[src/rtl/mem_bus_pkg.sv]
// Shared types and constants for the cache line-fill / writeback controller.
package mem_bus_pkg;

    typedef enum logic [1:0] {IDLE, BEAT, RESP, GAP} state_t;

    localparam int MEM_BEATS  = 4;
    localparam int MEM_WORD_W = 32;
    localparam int MEM_LINE_W = 128;

    // Byte offset of a beat within its line; the line base supplies the upper bits.
    function automatic logic [3:0] beat_offset(input logic [1:0] beat);
        return {beat, 2'b00};
    endfunction

endpackage

[src/rtl/mem_bus_line_reg.sv]
// 128-bit line latch with one write enable per 32-bit beat.
module mem_bus_line_reg
    import mem_bus_pkg::*;
#(
    parameter int WORD_W = MEM_WORD_W,
    parameter int BEATS  = MEM_BEATS
) (
    input  logic                      clk,
    input  logic                      clr,
    input  logic [BEATS-1:0]          we,
    input  logic [BEATS*WORD_W-1:0]   din,
    output logic [BEATS*WORD_W-1:0]   q
);

    always_ff @(posedge clk or negedge clr) begin
        if (!clr) begin
            q <= '0;
        end else begin
            for (int i = 0; i < BEATS; i++) begin
                if (we[i]) q[i*WORD_W +: WORD_W] <= din[i*WORD_W +: WORD_W];
            end
        end
    end

endmodule

[src/rtl/mem_bus_ctrl.sv]
// Serialises cache line fills/writebacks into four word beats on an ack-handshaked memory port.
// Optional write posting: define MEM_BUS_WPOST_EN to complete writebacks at acceptance.
module mem_bus_ctrl
    import mem_bus_pkg::*;
#(
    parameter int ADDR_W = 16,
    parameter int LINE_W = MEM_LINE_W,
    parameter int WORD_W = MEM_WORD_W
) (
    input  logic              clk,
    input  logic              clr,
    input  logic              BUS_EN,
    input  logic              BUS_WR,
    input  logic [ADDR_W-1:0] BUS_ADDR,
    input  logic [LINE_W-1:0] BUS_WRITE,
    output logic              BUS_R,
    output logic [LINE_W-1:0] BUS_READ,
    output logic              mem_req,
    output logic              mem_we,
    output logic [ADDR_W-1:0] mem_addr,
    output logic [WORD_W-1:0] mem_wdata,
    input  logic [WORD_W-1:0] mem_rdata,
    input  logic              mem_ack
);

`ifdef MEM_BUS_WPOST_EN
    localparam bit POSTED = 1'b1;
`else
    localparam bit POSTED = 1'b0;
`endif

    state_t                 state, state_nx;
    logic [1:0]             beat;
    logic [ADDR_W-5:0]      line_addr;
    logic                   wr;
    logic [LINE_W-1:0]      wline;
    logic                   accept, beat_done, last_beat;
    logic [MEM_BEATS-1:0]   beat_sel;
    logic                   unused_addr;

    assign accept      = (state == IDLE) && BUS_EN;
    assign beat_done   = (state == BEAT) && mem_ack;
    assign last_beat   = beat_done && (beat == 2'd3);
    assign beat_sel    = MEM_BEATS'(1) << beat;
    assign unused_addr = ^BUS_ADDR[3:0];

    mem_bus_line_reg #(.WORD_W(WORD_W), .BEATS(MEM_BEATS)) u_wb_line (
        .clk (clk),
        .clr (clr),
        .we  ({MEM_BEATS{accept}}),
        .din (BUS_WRITE),
        .q   (wline)
    );

    // Fill data lands one beat at a time and only on read acks.
    mem_bus_line_reg #(.WORD_W(WORD_W), .BEATS(MEM_BEATS)) u_rd_line (
        .clk (clk),
        .clr (clr),
        .we  ((beat_done && !wr) ? beat_sel : '0),
        .din ({MEM_BEATS{mem_rdata}}),
        .q   (BUS_READ)
    );

    assign mem_addr  = {line_addr, beat_offset(beat)};
    assign mem_wdata = wline[beat*WORD_W +: WORD_W];

    always_comb begin
        state_nx = state;
        case (state)
            IDLE: if (BUS_EN) state_nx = BEAT;
            BEAT: if (last_beat) state_nx = (POSTED && wr) ? GAP : RESP;
            RESP: state_nx = GAP;
            GAP:  state_nx = IDLE;
            default: state_nx = IDLE;
        endcase
    end

    always_ff @(posedge clk or negedge clr) begin
        if (!clr) state <= IDLE;
        else      state <= state_nx;
    end

    always_ff @(posedge clk or negedge clr) begin
        if (!clr) begin
            beat      <= 2'd0;
            line_addr <= '0;
            wr        <= 1'b0;
            mem_req   <= 1'b0;
            mem_we    <= 1'b0;
            BUS_R     <= 1'b0;
        end else begin
            // A posted writeback completes toward the cache as soon as it is latched.
            BUS_R <= (state == BEAT && state_nx == RESP) || (POSTED && accept && BUS_WR);
            if (accept) begin
                wr        <= BUS_WR;
                line_addr <= BUS_ADDR[ADDR_W-1:4];
                beat      <= 2'd0;
                mem_req   <= 1'b1;
                mem_we    <= BUS_WR;
            end else if (beat_done) begin
                if (beat == 2'd3) begin
                    mem_req <= 1'b0;
                    mem_we  <= 1'b0;
                end else begin
                    beat <= beat + 2'd1;
                end
            end
        end
    end

endmodule

[config.mk]
export PLATFORM = sky130hd
export DESIGN_NAME = mem_bus_ctrl
export DESIGN_NICKNAME = d
export VERILOG_FILES = /design/src/rtl/mem_bus_pkg.sv /design/src/rtl/mem_bus_line_reg.sv /design/src/rtl/mem_bus_ctrl.sv
export SDC_FILE = /design/constraint.sdc
export NUM_CORES = 1
export LEC_CHECK = 0
export ABC_AREA = 1
export BUFFER_PORTS_ARGS = -buffer_cell sky130_fd_sc_hd__buf_2
export CELL_PAD_IN_SITES_DETAIL_PLACEMENT = 1
export CELL_PAD_IN_SITES_GLOBAL_PLACEMENT = 1
export CORE_MARGIN = 2
export CORE_UTILIZATION = 35
export CTS_BUF_LIST = sky130_fd_sc_hd__clkbuf_4
export CTS_CLUSTER_SIZE = 28
export DETAILED_ROUTE_END_ITERATION = 8
export PLACE_DENSITY_LB_ADDON = 0.1
export SYNTH_ARGS = -nofsm -noshare
export SYNTH_HDL_FRONTEND = slang
export SYNTH_SLANG_ARGS = --single-unit
export TNS_END_PERCENT = 100
[constraint.sdc]
create_clock -name clk -period 1.55 [get_ports clk]
set_input_delay 0.31 -clock clk [delete_from_list [all_inputs] [get_ports clk]]
set_output_delay 0.31 -clock clk [all_outputs]
set_load 0.005 [all_outputs]
==> impl_metrics.tcl, run 1 <==
set metrics [dict create \
    status "finished, violations left" \
    violations "setup timing" \
    grt_use_total 0.254 \
    first_global_vias 12990 \
    slew_headroom 0.635 \
    syn_inst 1377 \
    drc 0 \
    grt_pass1_wl_mm 70.8 \
    ys_seq_area_frac 0.589 \
    cp_slowest_cell "dfrtp_2" \
    numCtsBuffers 77 \
    skew_ps 53.2 \
    setup_violations 169 \
    synth.avg_cell_area_um2 8.52 \
    htreeDepth 3 \
    crit_fanout 8 \
    leakage_nw 10.1 \
    num_vias 12435 \
    synth_cell_types 20 \
    report.final.slew_viol_count 0 \
    antenna_left 0 \
    maxCapViolations 0 \
    start_kind "register" \
    crit_required_ps 1240 \
    antenna_found_initial 3 \
    fin_nets 2232 \
    crit_cells 5 \
    ys.flop_type "dfrtp_1" \
    root_buffer "clkbuf_4" \
    cts_max_path_buffers 3 \
    cts.sinks 276 \
    synth_area_leader_cell "dfrtp_1" \
    fp.coreArea_um2 33300 \
    synth_edf_count 0 \
    ys_seq_elements 276 \
    r2r_cells 8 \
    gp_congestion 0.779 \
    vias_per_cell 4.89 \
    synth_top_area_share 0.589 \
    tritoncts "done" \
    dieArea_um2 35000 \
    power.density_nw_per_um2 1960 \
    fin_crit_ps 2310 \
    grt_overflow 0 \
    tightest_slew_ps 545 \
    crit_path_end_kind "primary output" \
    start_util 0.353 \
    clock.fmax_ghz 0.432 \
    clk_pin_slew_ps 80 \
    rsz0062_at_grt "yes" \
    hold_path.class "in2async" \
    final_area_um2 18800 \
    drive_above_1_share 0.350 \
    io_buffer_count 353 \
    routed_wl_mm 49.1 \
    ir_drop_mv 0.757 \
    p_total_w 0.0367 \
    post_drt_wl_per_cell_um 19.3 \
    fin_ws_ps -763 \
    clk_latency_ps 730 \
    hold_violations 0 \
    critPathArrivalTime_ps 2000 \
    grt_max_degree 93 \
    yosysWarningCount 0 \
    dr.first_iter.drc_count 664 \
    cpLargestDelayFamily "flip-flops" \
    critical-path-max-stage-delay_ps 480 \
    finalCritPeriodShare 1.49 \
    path_class "reg2out" \
    synthArstFlopShare 1.00 \
    dpl.hpwl_mm 26.1 \
    num_rows 67 \
    ys_top_cells_by_area "dfrtp_1 (59%), nand2_1 (22%), nand3_1 (5.5%), o21ai_0 (3.0%), nor2_1 (2.1%)" \
    whs_ps 164 \
    syn_area_um2 11700 \
    cp.buffers_inverters 3 \
    crit_chain "inv_8 -> clkbuf_16 -> nor2_1 -> o22ai_2 -> buf_2" \
    syn2layout_area_growth_pct 59.9 \
    placed_area_um2 14100 \
    die_h_um 187 \
    drtPass1Iterations 5 \
    fp.dieW_um 187 \
    boundaryPins 360 \
]
-- cell usage after synthesis, types with 4 or more instances --
master / n
nand3_1: 129
o21ai_0: 70
buf_4: 10
nor2_1: 65
o22ai_1: 31
buf_8: 11
ha_1: 4
nand2_1: 693
inv_1: 8
clkbuf_1: 20
dfrtp_1: 276
buf_6: 14
buf_2: 39
-- placed cells by master (no fill, tap or decap), types with 2 or more instances in the layout --
cell type      count
nand2_1          679
buf_2            345
dfrtp_1          274
dlygate4sd3_1    177
clkbuf_4         114
nand3_1          109
buf_4             85
nor2_1            44
buf_12            27
o21ai_2           23
o21ai_1           22
o21ai_0           22
nand3_2           21
buf_6             21
o22ai_1           18
nor2_2            16
o22ai_2           13
clkbuf_16         13
buf_16             9
nand2_2            8
clkinv_1           7
nor2_4             6
inv_1              5
buf_8              5
inv_2              4
ha_4               4
diode_2            3
o21ai_4            3
nand2_8            3
nand2_4            3
bufbuf_16          3
conb_1             2
dfrtp_2            2
-- report_power, final --
part           internal (W)  leakage (nW)  switching, W  total [W]
clock network       0.00348         0.562       0.00321    0.00670
logic               0.00819          6.11       0.00918     0.0174
registers            0.0105          3.46       0.00215     0.0127
-- cell families after synthesis --
kind of cell,synth area share
AND/OR/NAND/NOR,0.300
flip-flops,0.589
buffers and inverters,0.0601
AO/OA/AOI/OAI,0.0468
adder cells (fa/ha/maj),0.00427
other,0.000320
-- sequential cells by signal, summed over array words and instances (netlist names) --
register / cells
BUS_R: 1
mem_we: 1
wr: 1
beat: 2
u_rd_line.q: 128
u_wb_line.q: 128
mem_req: 1
state: 2
line_addr: 12
-- worst reg2reg max path: stages, from the launching register on --
cell	delay (ps)
dfrtp_2	480
inv_8	160
clkbuf_16	190
buf_4	120
ha_4	170
nand2_4	100
bufbuf_16	290
nand2_1	80
nand2_1	60
-- what timing repair did --
| action | in CTS | in global routing |
|---|---|---|
| gates cloned | 11 | 15 |
| endpoints found under the hold margin | 549 | 0 |
| pin swaps | 32 | 24 |
| setup endpoints to repair | 270 | 371 |
| buffers inserted | 18 | 67 |
| hold buffers | 177 | 0 |
| gates resized for setup | 84 | 144 |
-- layout make-up --
| cell class | count | area (um2) |
|---|---|---|
| flip-flops and latches | 276 | 6910 |
| well taps | 448 | 561 |
| repair buffers | 685 | 5660 |
| multi-input cells | 998 | 4650 |
| fillers | 3956 | 14500 |
| diodes | 3 | 7.51 |
| clock inverters | 11 | 67.6 |
| inverters | 9 | 51.3 |
| clock buffers | 114 | 856 |
-- worst paths after layout --
| path | startpoint | end | slack [ps] |
|---|---|---|---|
| worst max-delay path | beat[0] | mem_wdata[0] | -760 |
| worst min-delay path | clr | u_wb_line.q[93] | 160 |
| worst max register to register | beat[0] | u_rd_line.q[81] | -250 |
| worst min register to register | u_rd_line.q[103] | u_rd_line.q[103] | 460 |
| max in group asynchronous | clr | u_rd_line.q[72] | 380 |
| min in group clk | BUS_WRITE[40] | u_wb_line.q[40] | 320 |
-- through the flow --
| stage | setup slack, ps | instances | setup TNS [ps] | utilization |
|---|---|---|---|---|
| CTS | -762 | 2461 | -42130 | 0.524 |
| global route | -865 | 2544 | -55490 | 0.564 |
| global placement | -51.2 | 2131 | -114 | 0.423 |
| floorplan | -21.4 | 1378 | -1260 | - |
| detailed placement | -61.5 | 2131 | -526 | 0.423 |
| finish | -763 | 2544 | -35220 | 0.564 |
-- metal layers --
layer	wire, um	track usage
met1	20100	0.315
met2	24500	0.432
met3	2640	0.0559
met4	1830	0.103
met5	0	0
Note: power is estimated with default switching activity, not from simulation.
==> run 2: changes to the inputs <==
--- a/config.mk
+++ b/config.mk
@@ -15,6 +15,7 @@
 export CTS_CLUSTER_SIZE = 28
 export DETAILED_ROUTE_END_ITERATION = 8
 export PLACE_DENSITY_LB_ADDON = 0.1
+export RECOVER_POWER = 50
 export SYNTH_ARGS = -nofsm -noshare
 export SYNTH_HDL_FRONTEND = slang
 export SYNTH_SLANG_ARGS = --single-unit
==> run 2 against run 1 <==
  * The flow still finishes with violations (setup timing)
  * Global-route usage stayed put
  * Clock-buffer cell count stayed put
  * Clock skew is 0.61 ps higher
  * Core utilization is 0.29 points lower
  * Register-to-register slack hardly changed
==> impl_metrics.tcl, run 2 (synthesis results as in run 1) <==
set metrics [dict create \
    root_buffer "clkbuf_4" \
    hp-start "BUS_WRITE[115]" \
    antenna_left 0 \
    gp_congestion 0.779 \
    grt_pass1_wl_mm 70.8 \
    crit_required_ps 1240 \
    hold_path.class "in2reg" \
    drtPass1Iterations 5 \
    num_vias 12428 \
    dr.first_iter.drc_count 665 \
    setup_violations 168 \
    violations "setup timing" \
    fp.dieW_um 187 \
    clk_pin_slew_ps 80 \
    crit_chain "inv_8 -> clkbuf_16 -> nor2_1 -> o22ai_2 -> buf_2" \
    status "finished, violations left" \
    hold_violations 0 \
    fillerInstances 3964 \
    dpl.hpwl_mm 26.1 \
    fp.coreArea_um2 33300 \
    hold_depth 4 \
    final_common_cell "nand2_1" \
    path_class "reg2out" \
    leakage_nw 10.1 \
    report.final.slew_viol_count 0 \
    maxCapViolations 0 \
    post_drt_wl_per_cell_um 19.3 \
    ir_drop_mv 0.756 \
    worstReg2RegEnd "u_rd_line.q[81]" \
    drive_above_1_share 0.350 \
    crit_path_end_kind "primary output" \
    numCtsBuffers 77 \
    drc 0 \
    start_util 0.353 \
    boundaryPins 360 \
    p_int_w 0.0221 \
    tritoncts "done" \
    first_global_vias 12990 \
    syn2layout_area_growth_pct 59.1 \
    critical-path-max-stage-delay_ps 480 \
    cts_max_path_buffers 3 \
    start_kind "register" \
    dieArea_um2 35000 \
    power.density_nw_per_um2 1970 \
    r2r_start "beat[0]" \
    final_cell_mix "nand2_1 (679), buf_2 (345), dfrtp_1 (274)" \
    multi_input_area_um2 4650 \
    rrSetupSlack_ps -250 \
    routed_wl_mm 49.1 \
    p_switching_w 0.0145 \
    skew_ps 53.8 \
    grt_use_total 0.254 \
    io_buffer_count 353 \
    grt_max_degree 93 \
    cp.buffers_inverters 3 \
    crit_cells 5 \
    cpLargestDelayFamily "flip-flops" \
    rsz0062_at_grt "yes" \
    clkPwrFrac 0.183 \
    r2r_cells 8 \
    fin_ws_ps -761 \
    combPwrFrac 0.473 \
    tightest_slew_ps 800 \
    fin_util 0.561 \
    cp_slowest_cell "dfrtp_2" \
    cts.sinks 276 \
    whs_ps 320 \
    slew_headroom 0.467 \
    die_h_um 187 \
    crit_fanout 8 \
    reg_top3 "u_rd_line.q (128), u_wb_line.q (128), line_addr (12)" \
    min_to "u_wb_line.q[115]" \
    sequentialPowerShare 0.345 \
    switching_share 0.396 \
    htreeDepth 3 \
    ff_latch_area_um2 6910 \
    num_rows 67 \
    grt_overflow 0 \
    clk_latency_ps 730 \
    finalCritPeriodShare 1.49 \
    vias_per_cell 4.89 \
    fin_nets 2232 \
    fin_crit_ps 2310 \
    antenna_found_initial 3 \
    critPathArrivalTime_ps 2000 \
    clock.fmax_ghz 0.433 \
]
==> run 2: cell types whose count changed in the layout (fill, tap and decap cells not counted) <==
| cell | before | now |
|---|---|---|
| buf_8 | 5 | 4 |
| buf_4 | 85 | 84 |
| clkbuf_2 | 0 | 4 |
| clkbuf_4 | 114 | 117 |
| buf_12 | 27 | 21 |
| clkbuf_1 | 0 | 1 |
==> run 2: how the worst max path moves through the flow <==
stage / from / endpoint / slack (ps)
4_1_cts: beat[0] / mem_wdata[18] / -760
5_1_grt: beat[0] / mem_wdata[0] / -870
3_5_place_dp: beat[0] / u_rd_line.q[90] / -60
2_1_floorplan: beat[0] / u_rd_line.q[65] / -20
3_3_place_gp: beat[1] / mem_wdata[18] / -50
6_report: beat[0] / mem_wdata[0] / -760
==> run 2: cell type report <==
| type | instances | area share |
|---|---|---|
| tap | 448 | 0.0300 |
| clock inverter | 11 | 0.00362 |
| timing repair buffer | 685 | 0.298 |
| clock buffer | 114 | 0.0459 |
| inverter | 9 | 0.00275 |
| antenna | 3 | 0.000402 |
| sequential | 276 | 0.370 |
| multi-input combinational | 998 | 0.249 |
==> run 2: what timing repair did <==
item	in CTS	in global routing
setup endpoints to repair	270	371
buffers inserted	18	67
resized for setup	84	144
endpoints found under the hold margin	549	0
hold buffers	177	0
cloned	11	15
pin swaps	32	24
==> run 2: power groups by stage <==
stage,clock (W),combinational (W),sequential [W]
after CTS,0.00681,0.0142,0.0124
final,0.00670,0.0173,0.0127
after global placement,0,0.0119,0.0123
after detailed placement,0,0.0122,0.0124
after floorplan,0,0.00680,0.0122
after global routing,0.00729,0.0189,0.0130
==> run 2: metrics by stage <==
step                      worst slack (ps)  TNS [ps]  area [um2]  std cells  power [W]
after floorplan                      -21.4     -1260       11800       1378     0.0190
after global placement               -51.2      -114       14100       2131     0.0242
after detailed placement             -61.5      -526       14100       2131     0.0246
after CTS                             -762    -42130       17400       2461     0.0334
after global routing                  -865    -57050       18700       2544     0.0392
final                                 -761    -35500       18700       2544     0.0367
==> run 2: metal layers <==
| layer | GRT usage | share of wire | wire (um) |
|---|---|---|---|
| met1 | 0.315 | 0.41 | 20100 |
| met2 | 0.432 | 0.50 | 24500 |
| met3 | 0.0559 | 0.053 | 2630 |
| met4 | 0.103 | 0.037 | 1830 |
| met5 | 0 | 0 | 0 |
==> run 2: worst register-to-register path, stage by stage (launching register included) <==
cell and delay [ps]:
dfrtp_2 480, inv_8 160, clkbuf_16 190, buf_4 130, ha_4 170, nand2_4 100
bufbuf_16 290, nand2_1 80, nand2_1 60
